File: src/rtl/dmem_loader_pkg.sv
// Shared constants and state encoding for the data-memory byte-stream preloader.
package dmem_loader_pkg;

  localparam int DEF_MEM_BYTES  = 256;
  localparam int DEF_CNT_W      = 16;
  localparam int DATA_W         = 32;
  localparam int HDR_ADDR_BYTES = 4;
  localparam int HDR_CNT_BYTES  = 2;
  localparam int WORD_BYTES     = 4;

  typedef enum logic [2:0] {
    HDR_A,
    HDR_N,
    DATA,
    WRITE,
    DONE
  } state_e;

endpackage

File: src/rtl/dmem_loader_if.sv
// Byte-stream input and data_memory external write bus of the preloader.
interface dmem_loader_if;
  import dmem_loader_pkg::*;

  logic              in_valid;
  logic [7:0]        in_data;
  logic              in_ready;
  logic [DATA_W-1:0] ext_data;
  logic [DATA_W-1:0] ext_data_addr;
  logic              ext_data_en;

  modport master (
    output in_valid, in_data,
    input  in_ready, ext_data, ext_data_addr, ext_data_en
  );

  modport slave (
    input  in_valid, in_data,
    output in_ready, ext_data, ext_data_addr, ext_data_en
  );

endinterface

File: src/rtl/dmem_loader_be_word_packer.sv
// Big-endian 32-bit byte assembler: each shifted byte enters at [7:0], so the first byte ends in [31:24].
module be_word_packer
  import dmem_loader_pkg::*;
(
  input  logic              clk,
  input  logic              rst_n,
  input  logic              clear,
  input  logic              en,
  input  logic [7:0]        byte_in,
  output logic [DATA_W-1:0] next_word,
  output logic [2:0]        count,
  output logic              full
);

  logic [DATA_W-1:0] word_q, word_d;
  logic [2:0]        count_q, count_d;

  assign next_word = {word_q[DATA_W-9:0], byte_in};
  assign count     = count_q;
  // full flags the shift that completes a word, so the caller can capture next_word in the same cycle
  assign full      = en && (count_q == 3'(WORD_BYTES - 1));

  always_comb begin
    word_d  = word_q;
    count_d = count_q;
    if (clear) begin
      word_d  = '0;
      count_d = '0;
    end else if (en) begin
      word_d  = next_word;
      count_d = count_q + 3'd1;
    end
  end

  always_ff @(posedge clk or negedge rst_n) begin
    if (!rst_n) begin
      word_q  <= '0;
      count_q <= '0;
    end else begin
      word_q  <= word_d;
      count_q <= count_d;
    end
  end

endmodule

File: src/rtl/dmem_loader.sv
// Frame parser: 4-byte start address, 2-byte word count, then big-endian words written to data_memory.
module dmem_loader
  import dmem_loader_pkg::*;
#(
  parameter int MEM_BYTES = DEF_MEM_BYTES,
  parameter int CNT_W     = DEF_CNT_W
) (
  input  logic             clk,
  input  logic             rst_n,
  dmem_loader_if.slave     bus,
  output logic             busy,
  output logic             done,
  output logic             err,
  output logic [CNT_W-1:0] words_written
);

  localparam int SUM_W = 34 + CNT_W;
  localparam logic [SUM_W-1:0] MEM_LIMIT = SUM_W'(MEM_BYTES);

  state_e            state_q, state_d;
  logic [DATA_W-1:0] addr_q, addr_d;
  logic [CNT_W-1:0]  remaining_q, remaining_d;
  logic [CNT_W-1:0]  words_written_q, words_written_d;
  logic [DATA_W-1:0] ext_data_q, ext_data_d;
  logic [DATA_W-1:0] ext_addr_q, ext_addr_d;
  logic              ext_en_q, ext_en_d;
  logic              in_ready_q, in_ready_d;
  logic              busy_q, busy_d;
  logic              done_q, done_d;
  logic              err_q, err_d;

  logic              transfer;
  logic              pk_en, pk_clear, pk_full;
  logic [DATA_W-1:0] pk_word;
  logic [2:0]        pk_count;
  logic [CNT_W-1:0]  hdr_n;

  // The end address is formed wide enough that a huge count can never wrap back into range
  function automatic logic hdr_reject(input logic [DATA_W-1:0] a, input logic [CNT_W-1:0] n);
    logic [SUM_W-1:0] end_addr;
    end_addr = {{(SUM_W-DATA_W){1'b0}}, a} + {{DATA_W{1'b0}}, n, 2'b00};
    return (a[1:0] != 2'b00) || (end_addr > MEM_LIMIT);
  endfunction

  be_word_packer u_packer (
    .clk       (clk),
    .rst_n     (rst_n),
    .clear     (pk_clear),
    .en        (pk_en),
    .byte_in   (bus.in_data),
    .next_word (pk_word),
    .count     (pk_count),
    .full      (pk_full)
  );

  assign transfer = bus.in_valid && in_ready_q;
  assign hdr_n    = pk_word[CNT_W-1:0];

  always_comb begin
    state_d         = state_q;
    addr_d          = addr_q;
    remaining_d     = remaining_q;
    words_written_d = words_written_q;
    ext_data_d      = ext_data_q;
    ext_addr_d      = ext_addr_q;
    busy_d          = busy_q;
    err_d           = err_q;
    pk_en           = 1'b0;
    pk_clear        = 1'b0;

    unique case (state_q)
      HDR_A: begin
        if (transfer) begin
          pk_en = 1'b1;
          if (pk_count == 3'd0) begin
            busy_d          = 1'b1;
            err_d           = 1'b0;
            words_written_d = '0;
          end
          if (pk_full) begin
            addr_d   = pk_word;
            pk_clear = 1'b1;
            state_d  = HDR_N;
          end
        end
      end
      HDR_N: begin
        if (transfer) begin
          pk_en = 1'b1;
          if (pk_count == 3'(HDR_CNT_BYTES - 1)) begin
            pk_clear    = 1'b1;
            remaining_d = hdr_n;
            err_d       = hdr_reject(addr_q, hdr_n);
            state_d     = (hdr_n != '0) ? DATA : DONE;
          end
        end
      end
      DATA: begin
        if (transfer) begin
          pk_en = 1'b1;
          if (pk_full) begin
            pk_clear = 1'b1;
            if (!err_q) begin
              ext_data_d = pk_word;
              ext_addr_d = addr_q;
            end
            state_d = WRITE;
          end
        end
      end
      WRITE: begin
        addr_d      = addr_q + 32'd4;
        remaining_d = remaining_q - CNT_W'(1);
        if (!err_q) begin
          words_written_d = words_written_q + CNT_W'(1);
        end
        state_d = (remaining_q != CNT_W'(1)) ? DATA : DONE;
      end
      DONE: begin
        busy_d  = 1'b0;
        state_d = HDR_A;
      end
      default: state_d = HDR_A;
    endcase

    // Handshake and strobe outputs are registered copies of what the next state implies
    in_ready_d = (state_d == HDR_A) || (state_d == HDR_N) || (state_d == DATA);
    ext_en_d   = (state_d == WRITE) && !err_d;
    done_d     = (state_d == DONE);
  end

  always_ff @(posedge clk or negedge rst_n) begin
    if (!rst_n) begin
      state_q         <= HDR_A;
      addr_q          <= '0;
      remaining_q     <= '0;
      words_written_q <= '0;
      ext_data_q      <= '0;
      ext_addr_q      <= '0;
      ext_en_q        <= 1'b0;
      in_ready_q      <= 1'b1;
      busy_q          <= 1'b0;
      done_q          <= 1'b0;
      err_q           <= 1'b0;
    end else begin
      state_q         <= state_d;
      addr_q          <= addr_d;
      remaining_q     <= remaining_d;
      words_written_q <= words_written_d;
      ext_data_q      <= ext_data_d;
      ext_addr_q      <= ext_addr_d;
      ext_en_q        <= ext_en_d;
      in_ready_q      <= in_ready_d;
      busy_q          <= busy_d;
      done_q          <= done_d;
      err_q           <= err_d;
    end
  end

  assign bus.in_ready      = in_ready_q;
  assign bus.ext_data      = ext_data_q;
  assign bus.ext_data_addr = ext_addr_q;
  assign bus.ext_data_en   = ext_en_q;
  assign busy              = busy_q;
  assign done              = done_q;
  assign err               = err_q;
  assign words_written     = words_written_q;

endmodule

File: src/flat_wrapper.sv
// flat-port wrapper written by rule: the top's interface ports become plain ports
module dmem_loader_flat import dmem_loader_pkg::*;
#(
  parameter int MEM_BYTES = DEF_MEM_BYTES,
  parameter int CNT_W     = DEF_CNT_W
)
  (clk, rst_n, busy, done, err, words_written, bus_in_valid, bus_in_data, bus_in_ready, bus_ext_data, bus_ext_data_addr, bus_ext_data_en);
  dmem_loader_if bus_i ();
  input  logic clk;
  input  logic rst_n;
  output logic busy;
  output logic done;
  output logic err;
  output logic [CNT_W-1:0] words_written;
  input wire logic [$bits(bus_i.in_valid)-1:0] bus_in_valid;
  input wire logic [$bits(bus_i.in_data)-1:0] bus_in_data;
  output wire logic [$bits(bus_i.in_ready)-1:0] bus_in_ready;
  output wire logic [$bits(bus_i.ext_data)-1:0] bus_ext_data;
  output wire logic [$bits(bus_i.ext_data_addr)-1:0] bus_ext_data_addr;
  output wire logic [$bits(bus_i.ext_data_en)-1:0] bus_ext_data_en;
  assign bus_i.in_valid = bus_in_valid;
  assign bus_i.in_data = bus_in_data;
  assign bus_in_ready = bus_i.in_ready;
  assign bus_ext_data = bus_i.ext_data;
  assign bus_ext_data_addr = bus_i.ext_data_addr;
  assign bus_ext_data_en = bus_i.ext_data_en;
  dmem_loader #(.MEM_BYTES(MEM_BYTES), .CNT_W(CNT_W)) u_core (.clk(clk), .rst_n(rst_n), .bus(bus_i), .busy(busy), .done(done), .err(err), .words_written(words_written));
endmodule
File: config.mk
export PLATFORM = sky130hd
export DESIGN_NAME = dmem_loader_flat
export DESIGN_NICKNAME = d
export VERILOG_FILES = /design/src/rtl/dmem_loader_pkg.sv /design/src/rtl/dmem_loader_if.sv /design/src/rtl/dmem_loader_be_word_packer.sv /design/src/rtl/dmem_loader.sv /design/src/flat_wrapper.sv
export SDC_FILE = /design/constraint.sdc
export NUM_CORES = 1
export LEC_CHECK = 0
export CELL_PAD_IN_SITES_DETAIL_PLACEMENT = 1
export CELL_PAD_IN_SITES_GLOBAL_PLACEMENT = 2
export CORE_UTILIZATION = 30
export DETAILED_ROUTE_END_ITERATION = 7
export DONT_BUFFER_PORTS = 1
export GPL_TIMING_DRIVEN = 0
export PLACE_DENSITY = 0.76
export SLEW_MARGIN = 25
export SYNTH_ARGS = -nofsm -noshare
export SYNTH_HDL_FRONTEND = slang
export SYNTH_SLANG_ARGS = --single-unit
File: constraint.sdc
create_clock -name clk -period 2.95 [get_ports clk]
set_clock_uncertainty 0.15 [all_clocks]
set_input_delay 0.4425 -clock clk [delete_from_list [all_inputs] [get_ports clk]]
set_output_delay 0.4425 -clock clk [all_outputs]
set_load 0.005 [all_outputs]
==> summary.txt, run 1 <==
Clock tree
  – Clock Tree Buf Depth: 2
  – Clock latency on the worst-skew pair: between 0.4 and 0.5 ns
  – TritonCTS clock tree: yes
  – Library cell used as clock root buffer: sky130_fd_sc_hd__clkbuf_16
  – Clock transition time at the flip-flop clock pins of the worst setup and hold paths: approximately 0.070 ns
  – CTS Buf Count: 17
  – H-tree level count: 4
  – Number of clock sinks seen by CTS: about 160

Placement
  – Number of input and output port buffers inserted: 0
  – Final HPWL DP: approximately 21 mm
  – GP Congestion: 0.870
  – Cell Area, Placed: 9170 um2

Timing
  – Post-route clock period utilization: 104%
  – Number of max-slew violations in the final report: 0
  – Achievable clock frequency: ~330 MHz
  – Final Hold Fails: ~160
  – Post-layout minimum cycle time: about 3.1 ns
  – Final Hold Slack: -0.458 ns
  – Unrepaired setup endpoints after global routing: yes
  – Worst-margin pin slew: approximately 0.78 ns
  – Aggregate negative setup slack: -0.112 ns
  – Final setup viols: 1
  – Setup WS post-layout: -0.112 ns
  – Max transition margin: a little under half

Detailed routing
  – Count of nets left with antenna violations after detail routing: 0
  – Via/cell ratio: about 5.4
  – Starting DRC count in detailed routing: slightly below 500
  – Wirelength, routed: 29.9 mm
  – Number of vias after detailed routing: 7,591
  – WL/cell: between 20 and 25 um
  – Count of TritonRoute iterations in the first routing pass: 5
  – Detailed-route DRC error count: 0

Layout
  – Net count reported at finish: between 1,000 and 1,500
  – Final Util: 35.8%
  – Ant. Diodes: 0
  – Post-layout instance area: 10,100 um2
  – Post-synthesis to final-layout area growth: 15.9%
  – Filler Cells Inserted: 3,266
  – Share of cells above drive strength 1: 13.5%

Floorplan
  – Die footprint: between 20,000 and 30,000 um2
  – Initial cell density of the core: 30.9%
  – Die boundary width: approximately 170 um
  – Ports placed on the boundary: 96
  – Placeable core region: 28,200 um2
  – Height of the chip: 172 um
  – Standard-cell rows: 61

Yosys
  – Post-synth EDFFs: 0
  – Register area share after synthesis: a little under half
  – Nets in the synthesized netlist: ~1,000
  – Unique masters post-synth: 84
  – Top_reg_cell synth: sky130_fd_sc_hd__dfrtp_1
  – Cell Area, Synth: 8690 um2
  – Syn_area_per_cell: between 8 and 9 um2
  – Warning count from the yosys run: 0
  – Proportion of synthesized flip-flops having asynchronous set or reset: 100%
  – FF+latch count, synth: roughly 160
  – Post-Synthesis Cells: just under 1,000

Worst setup path
  – Worst path arrival time: between 3 and 4 ns
  – Endpoint class of the critical path: register
  – Startpoint Class: register
  – Worst EP required: about 3.1 ns
  – Critical Setup Path Class: register to register
  – Top fanout value on the critical path: 4

Flow run
  – Max-cap violations: 0

Hold path
  – Path type of the worst min-delay path: input port to async pin

Run status
  – Result of the run: finished with violations
  – Violated checks: hold timing, setup timing

Power and ir drop
  – Switch Pwr: between 4 and 5 mW
  – Static Leakage: between 4 and 5 nW
  – Switching share of power: a little over two fifths
  – Relative contribution of sequential cells to total power: between 30 and 40%
  – Combinational share of power: 41.6%
  – Worst VDD drop: ~0.47 mV
  – Clock network fraction of total power: 21.0%
  – Pwr per Cell Area: about 1100 nW/um2
  – Cell Int Power: 6.24 mW

GRT
  – Overflow left after global routing: 0
  – Pin count of the biggest net entering global routing: 164
  – Via count of the first global-routing pass: between 7,000 and 8,000
  – Global routing usage summed across all routing layers: a little over a fifth
  – Wire length of the first global-routing pass: ~46 mm
  – Antenna violations before repair: 0
==> layout by cell type (no fill, tap or decap), drive strengths merged, types with 10 or more instances in the layout <==
cell type and n:
nand2 255, dfrtp 162, nor2 97, clkbuf 58
a21oi 53, o21ai 35, nand3 29, buf 27
a22o 26, inv 26, ha 24, xor2 16
nand4 16, nor3 15, and3 12, a311oi 12
dlygate4sd3 11, a211oi 10, nor4 10
==> final cells by class <==
class | instances | area [um2] | area share, %
inverters | 19 | 76.3 | 0.758
repair buffers | 19 | 170 | 1.69
clock inverters | 12 | 145 | 1.44
well taps | 378 | 473 | 4.70
plain buffers | 59 | 315 | 3.13
clock buffers | 18 | 439 | 4.36
flip-flops and latches | 163 | 4090 | 40.6
multi-input cells | 738 | 4360 | 43.3
==> registers in the layout, indices dropped and copies added, names as in the netlist, 3 cells and up <==
name / cells
u_core.addr_q: 32
u_core.bus.ext_data: 32
u_core.bus.ext_data_addr: 32
u_core.u_packer.word_q: 24
u_core.remaining_q: 16
u_core.words_written: 16
u_core.state_q: 3
u_core.u_packer.count: 3
==> worst max-delay path, cell delays in order, from the launching register on <==
cell                        delay [ns]
sky130_fd_sc_hd__dfrtp_2          0.45
sky130_fd_sc_hd__ha_4             0.18
sky130_fd_sc_hd__fa_2             0.35
sky130_fd_sc_hd__a21o_2           0.23
sky130_fd_sc_hd__a221o_2          0.42
sky130_fd_sc_hd__buf_4            0.19
sky130_fd_sc_hd__xor2_1           0.13
sky130_fd_sc_hd__o21ai_0          0.16
sky130_fd_sc_hd__o2111ai_2        0.21
sky130_fd_sc_hd__a311oi_2         0.31
sky130_fd_sc_hd__a31oi_1          0.15
==> per-stage QoR <==
step / instances / power, mW / hold slack (ns) / worst slack [ns]
3_3_place_gp: 1358 / 8.27 / 0.00131 / -0.411
4_1_cts: 1400 / 10.9 / -0.465 / -0.182
3_5_place_dp: 1358 / 8.37 / 0.0000871 / -0.449
5_1_grt: 1406 / 11.8 / -0.478 / -0.210
2_1_floorplan: 980 / 6.95 / -0.00309 / 0.0261
6_report: 1406 / 11.1 / -0.458 / -0.112
==> per-layer routing <==
layer  up-vias  track usage (%)  routed length (um)
li1       3522                -                   -
met1      3821             29.7               14600
met2       212             32.1               13000
met3        36             4.05                1630
met4         0             6.27                 686
met5         -                0                   0
==> cell usage after synthesis, types with 5 or more instances <==
cell type                  count  area, um2
sky130_fd_sc_hd__a22o_1       26        228
sky130_fd_sc_hd__o21ai_0      29        145
sky130_fd_sc_hd__o221a_2       7       78.8
sky130_fd_sc_hd__nor3_1       11       55.1
sky130_fd_sc_hd__o21ai_1       5       25.0
sky130_fd_sc_hd__buf_2        14       70.1
sky130_fd_sc_hd__o211ai_1      7       52.6
sky130_fd_sc_hd__nand4_1      15       93.8
sky130_fd_sc_hd__a211oi_1      9       67.6
sky130_fd_sc_hd__nand2_1     254        953
sky130_fd_sc_hd__ha_1         24        300
sky130_fd_sc_hd__and3_1       11       68.8
sky130_fd_sc_hd__nor4_1        8       50.1
sky130_fd_sc_hd__xor2_1       16        140
sky130_fd_sc_hd__mux2i_1       5       50.1
sky130_fd_sc_hd__nand3_1      29        145
sky130_fd_sc_hd__a31oi_1       9       56.3
sky130_fd_sc_hd__xnor2_1       6       52.6
sky130_fd_sc_hd__o22ai_1       7       43.8
sky130_fd_sc_hd__clkbuf_1     35        131
sky130_fd_sc_hd__nand2b_1      5       31.3
sky130_fd_sc_hd__inv_1        18       67.6
sky130_fd_sc_hd__a311oi_1     12        105
sky130_fd_sc_hd__dfrtp_1     162       4050
sky130_fd_sc_hd__a21oi_1      52        260
sky130_fd_sc_hd__or3_1         5       31.3
sky130_fd_sc_hd__and2_1        6       37.5
sky130_fd_sc_hd__nor2_1       95        357
==> cells by family (layout without fill, tap and decap cells) <==
| family | after synthesis | count (layout) | synth area share (%) |
|---|---|---|---|
| adder cells (fa/ha/maj) | 25 | 25 | 3.69 |
| flip-flops | 163 | 163 | 47.0 |
| multiplexers | 7 | 7 | 0.835 |
| XOR/XNOR | 22 | 22 | 2.22 |
| AO/OA/AOI/OAI | 213 | 213 | 17.6 |
| buffers and inverters | 79 | 127 | 4.36 |
| AND/OR/NAND/NOR | 471 | 471 | 24.4 |
==> power by group through the flow <==
| stage | clock, mW | sequential (mW) | combinational [mW] |
|---|---|---|---|
| floorplan | 0 | 3.73 | 3.23 |
| global placement | 0 | 4.17 | 4.10 |
| detailed placement | 0 | 4.18 | 4.19 |
| CTS | 2.37 | 4.14 | 4.35 |
| global route | 2.45 | 4.27 | 5.11 |
| finish | 2.33 | 4.14 | 4.62 |
==> path summary, 6_finish.rpt <==
kind | startpoint | slack, ns | endpoint | cells after the start
min in group clk | bus_in_data[6] | 0.01 | u_core.remaining_q[6]$_DFFE_PN0P_ | 2
min reg2reg | u_core.bus.ext_data_addr[18]$_DFFE_PN0P_ | 0.34 | u_core.bus.ext_data_addr[18]$_DFFE_PN0P_ | 2
max | u_core.addr_q[2]$_DFFE_PN0P_ | -0.11 | u_core.err$_DFF_PN0_ | 10
max in group asynchronous | rst_n | 2.57 | u_core.addr_q[16]$_DFFE_PN0P_ | 0
min | rst_n | -0.46 | u_core.words_written[6]$_DFFE_PN0P_ | 0
max reg2reg | u_core.addr_q[2]$_DFFE_PN0P_ | -0.11 | u_core.err$_DFF_PN0_ | 10
==> repair_timing <==
action	CTS	global route
endpoints found under the hold margin	185	164
setup endpoints to repair	76	56
setup buffers	3	5
hold buffers	10	1
gates resized for setup	17	29
pin swaps	6	8
Note: power is estimated with default switching activity, not from simulation.
==> inputs of run 2 (changes only) <==
PLACE_DENSITY = 0.73   (was 0.76)
clock period = 3.4 ns   (was 2.95 ns; I/O delays follow)
==> summary.txt, run 2 (same netlist as run 1, synthesis figures left out) <==
GRT
  – Global routing usage summed across all routing layers: 20.6% (-0.33 points)
  – Wire length of the first global-routing pass: 45.8 mm (-0.99%)
  – Via count of the first global-routing pass: 7,764 (+0.36%)
  – Overflow left after global routing: 0 (unchanged)
  – Global-route track usage on met3: 3.46% (-0.60 points)
  – Most utilized layer in the global route result: met2
  – Pin count of the biggest net entering global routing: 164 (unchanged)
  – Met2 Use GR: 32.3% (+0.18 points)
  – Routing usage on met1: 28.6% (-1.1 points)
  – Antenna violations before repair: 0 (unchanged)

Floorplan
  – Initial cell density of the core: 30.9% (unchanged)
  – Die boundary width: 172 um (unchanged)
  – Placeable core region: 28,200 um2 (unchanged)
  – Ports placed on the boundary: 96 (unchanged)
  – Die footprint: 29,600 um2 (unchanged)
  – Standard-cell rows: 61 (unchanged)
  – Height of the chip: 172 um (unchanged)

Layout
  – Post-synthesis to final-layout area growth: 12.9%
  – Commonest non-fill, non-tap cells in the layout: 254 x sky130_fd_sc_hd__nand2_1, 159 x sky130_fd_sc_hd__dfrtp_1, 95 x sky130_fd_sc_hd__nor2_1
  – Filler Cells Inserted: 3,268 (+0.061%)
  – Ant. Diodes: 0 (unchanged)
  – Most common cell after layout, fill and taps aside: sky130_fd_sc_hd__nand2_1
  – Net count reported at finish: 1,035 (-1.7%)
  – Share of cells above drive strength 1: 10.6% (-2.9 points)

Timing
  – Unrepaired setup endpoints after global routing: no
  – Final Hold Slack: -0.384 ns (+0.0742 ns)
  – Worst-margin pin slew: 1.02 ns (+0.237 ns)
  – Aggregate negative setup slack: 0 ns (+0.112 ns)
  – Number of max-slew violations in the final report: 0 (unchanged)
  – Max transition margin: 31.6% (-16 points)
  – Post-route clock period utilization: 95.6% (-8.1 points)
  – Post-layout minimum cycle time: 3.25 ns (+0.190 ns)
  – Setup WS post-layout: 0.148 ns (+0.260 ns)
  – Final setup viols: 0 (-1)
  – Achievable clock frequency: 308 MHz (-5.8%)
  – Final Hold Fails: 162 (unchanged)

Worst setup path
  – Startpoint Class: register
  – Top fanout value on the critical path: 6 (+2)
  – Endpoint class of the critical path: register
  – Cells along the critical path: ha_1 > fa_1 > a21o_2 > a221o_2 > a221oi_4 > o21ai_1 > mux2i_1 > a311oi_1 > and4_1 > a31oi_1
  – Worst path arrival time: 3.39 ns (+0.18 ns)
  – Category of cells accounting for the largest share of critical-path delay: compound AO/OA/AOI/OAI gates
  – Slowest cell on the critical path: sky130_fd_sc_hd__dfrtp_2
  – Worst EP required: 3.54 ns (+0.44 ns)
  – Largest stage delay on the critical path: 0.46 ns (about the same)
  – Worst path buffer plus inverter count: 0 (-1)
  – Critical Setup Path Class: register to register

Power and ir drop
  – Worst VDD drop: 0.388 mV (-17%)
  – Static Leakage: 4.43 nW (-2.3%)
  – Pwr per Cell Area: 951 nW/um2 (-14%)

Clock tree
  – Library cell used as clock root buffer: sky130_fd_sc_hd__clkbuf_16
  – Clock latency on the worst-skew pair: 0.45 ns (about the same)
  – Clock transition time at the flip-flop clock pins of the worst setup and hold paths: 0.07 ns (about the same)
  – Clock Tree Buf Depth: 2 (unchanged)
  – H-tree level count: 4 (unchanged)
  – TritonCTS clock tree: yes
  – Number of clock sinks seen by CTS: 163 (unchanged)
  – Setup fix buffers added after clock tree synthesis: 0 (-3)
  – CTS Buf Count: 17 (unchanged)

Detailed routing
  – Count of nets left with antenna violations after detail routing: 0 (unchanged)
  – Detailed-route DRC error count: 0 (unchanged)
  – WL/cell: 21.0 um (-1.3%)
  – Via/cell ratio: 5.37 (-0.49%)
  – Count of TritonRoute iterations in the first routing pass: 5 (unchanged)
  – Wirelength, routed: 29.2 mm (-2.4%)
  – Number of vias after detailed routing: 7,468 (-1.6%)
  – Starting DRC count in detailed routing: 404 (-17%)

Placement
  – Final HPWL DP: 21.3 mm (+1.2%)
  – GP Congestion: 0.861 (-1.0%)
  – Setup slack at placement: 0.0567 ns (+0.506 ns)
  – Number of input and output port buffers inserted: 0 (unchanged)

Flow run
  – Max-cap violations: 0 (unchanged)

Hold path
  – Path type of the worst min-delay path: input port to async pin

Run status
  – Result of the run: finished with violations
  – Violated checks: hold timing
[run 2: what timing repair did]
action / CTS / global route
hold endpoints to repair: 163 / 163
endpoints found under the setup margin: 0 / 11
gates resized for setup: 0 / 7
[run 2: cell type report]
type | count | area [um2] | area share (%)
Clock buffer | 17 | 425 | 4.34
Clock inverter | 15 | 189 | 1.93
Inverter | 19 | 71.3 | 0.727
Sequential cell | 163 | 4080 | 41.6
Buffer | 60 | 309 | 3.15
Tap cell | 378 | 473 | 4.82
Multi-Input combinational cell | 738 | 4260 | 43.4
[run 2: path summary, 6_finish.rpt]
check | cells past startpoint | from | slack, ns | end
setup / recovery | 10 | u_core.addr_q[2]$_DFFE_PN0P_ | 0.15 | u_core.err$_DFF_PN0_
hold / removal | 0 | rst_n | -0.38 | u_core.words_written[12]$_DFFE_PN0P_
setup reg to reg | 10 | u_core.addr_q[2]$_DFFE_PN0P_ | 0.15 | u_core.err$_DFF_PN0_
hold reg to reg | 2 | u_core.bus.ext_data_addr[20]$_DFFE_PN0P_ | 0.34 | u_core.bus.ext_data_addr[20]$_DFFE_PN0P_
max in group asynchronous | 0 | rst_n | 3.01 | u_core.bus.in_ready$_DFF_PN1_
min in group clk | 2 | bus_in_data[7] | 0.02 | u_core.bus.ext_data[7]$_DFFE_PN0P_
[run 2: through the flow]
step / total power [mW] / std cells / instance area [um2] / utilization, %
after global routing: 10.0 / 1390 / 9810 / 34.8
after detailed placement: 7.27 / 1358 / 9160 / 32.5
final: 9.33 / 1390 / 9810 / 34.8
after floorplan: 6.03 / 980 / 8690 / -
after CTS: 9.33 / 1390 / 9780 / 34.7
after global placement: 7.19 / 1358 / 9160 / 32.5
[run 2: report_power, final]
group / total (mW) / internal [mW] / switching, mW / leakage [nW]
Clock: 2.03 / 1.06 / 0.967 / 0.289
Sequential: 3.60 / 2.67 / 0.933 / 2.06
Combinational: 3.70 / 1.49 / 2.21 / 2.09
Total: 9.33 / 5.21 / 4.11 / 4.43
[run 2: routing by layer]
layer | part of all wire (%) | wire length [um] | vias up
li1 | - | - | 3476
met1 | 48 | 14000 | 3764
met2 | 45 | 13000 | 183
met3 | 5.0 | 1460 | 45
met4 | 2.6 | 756 | 0
met5 | 0 | 0 | -
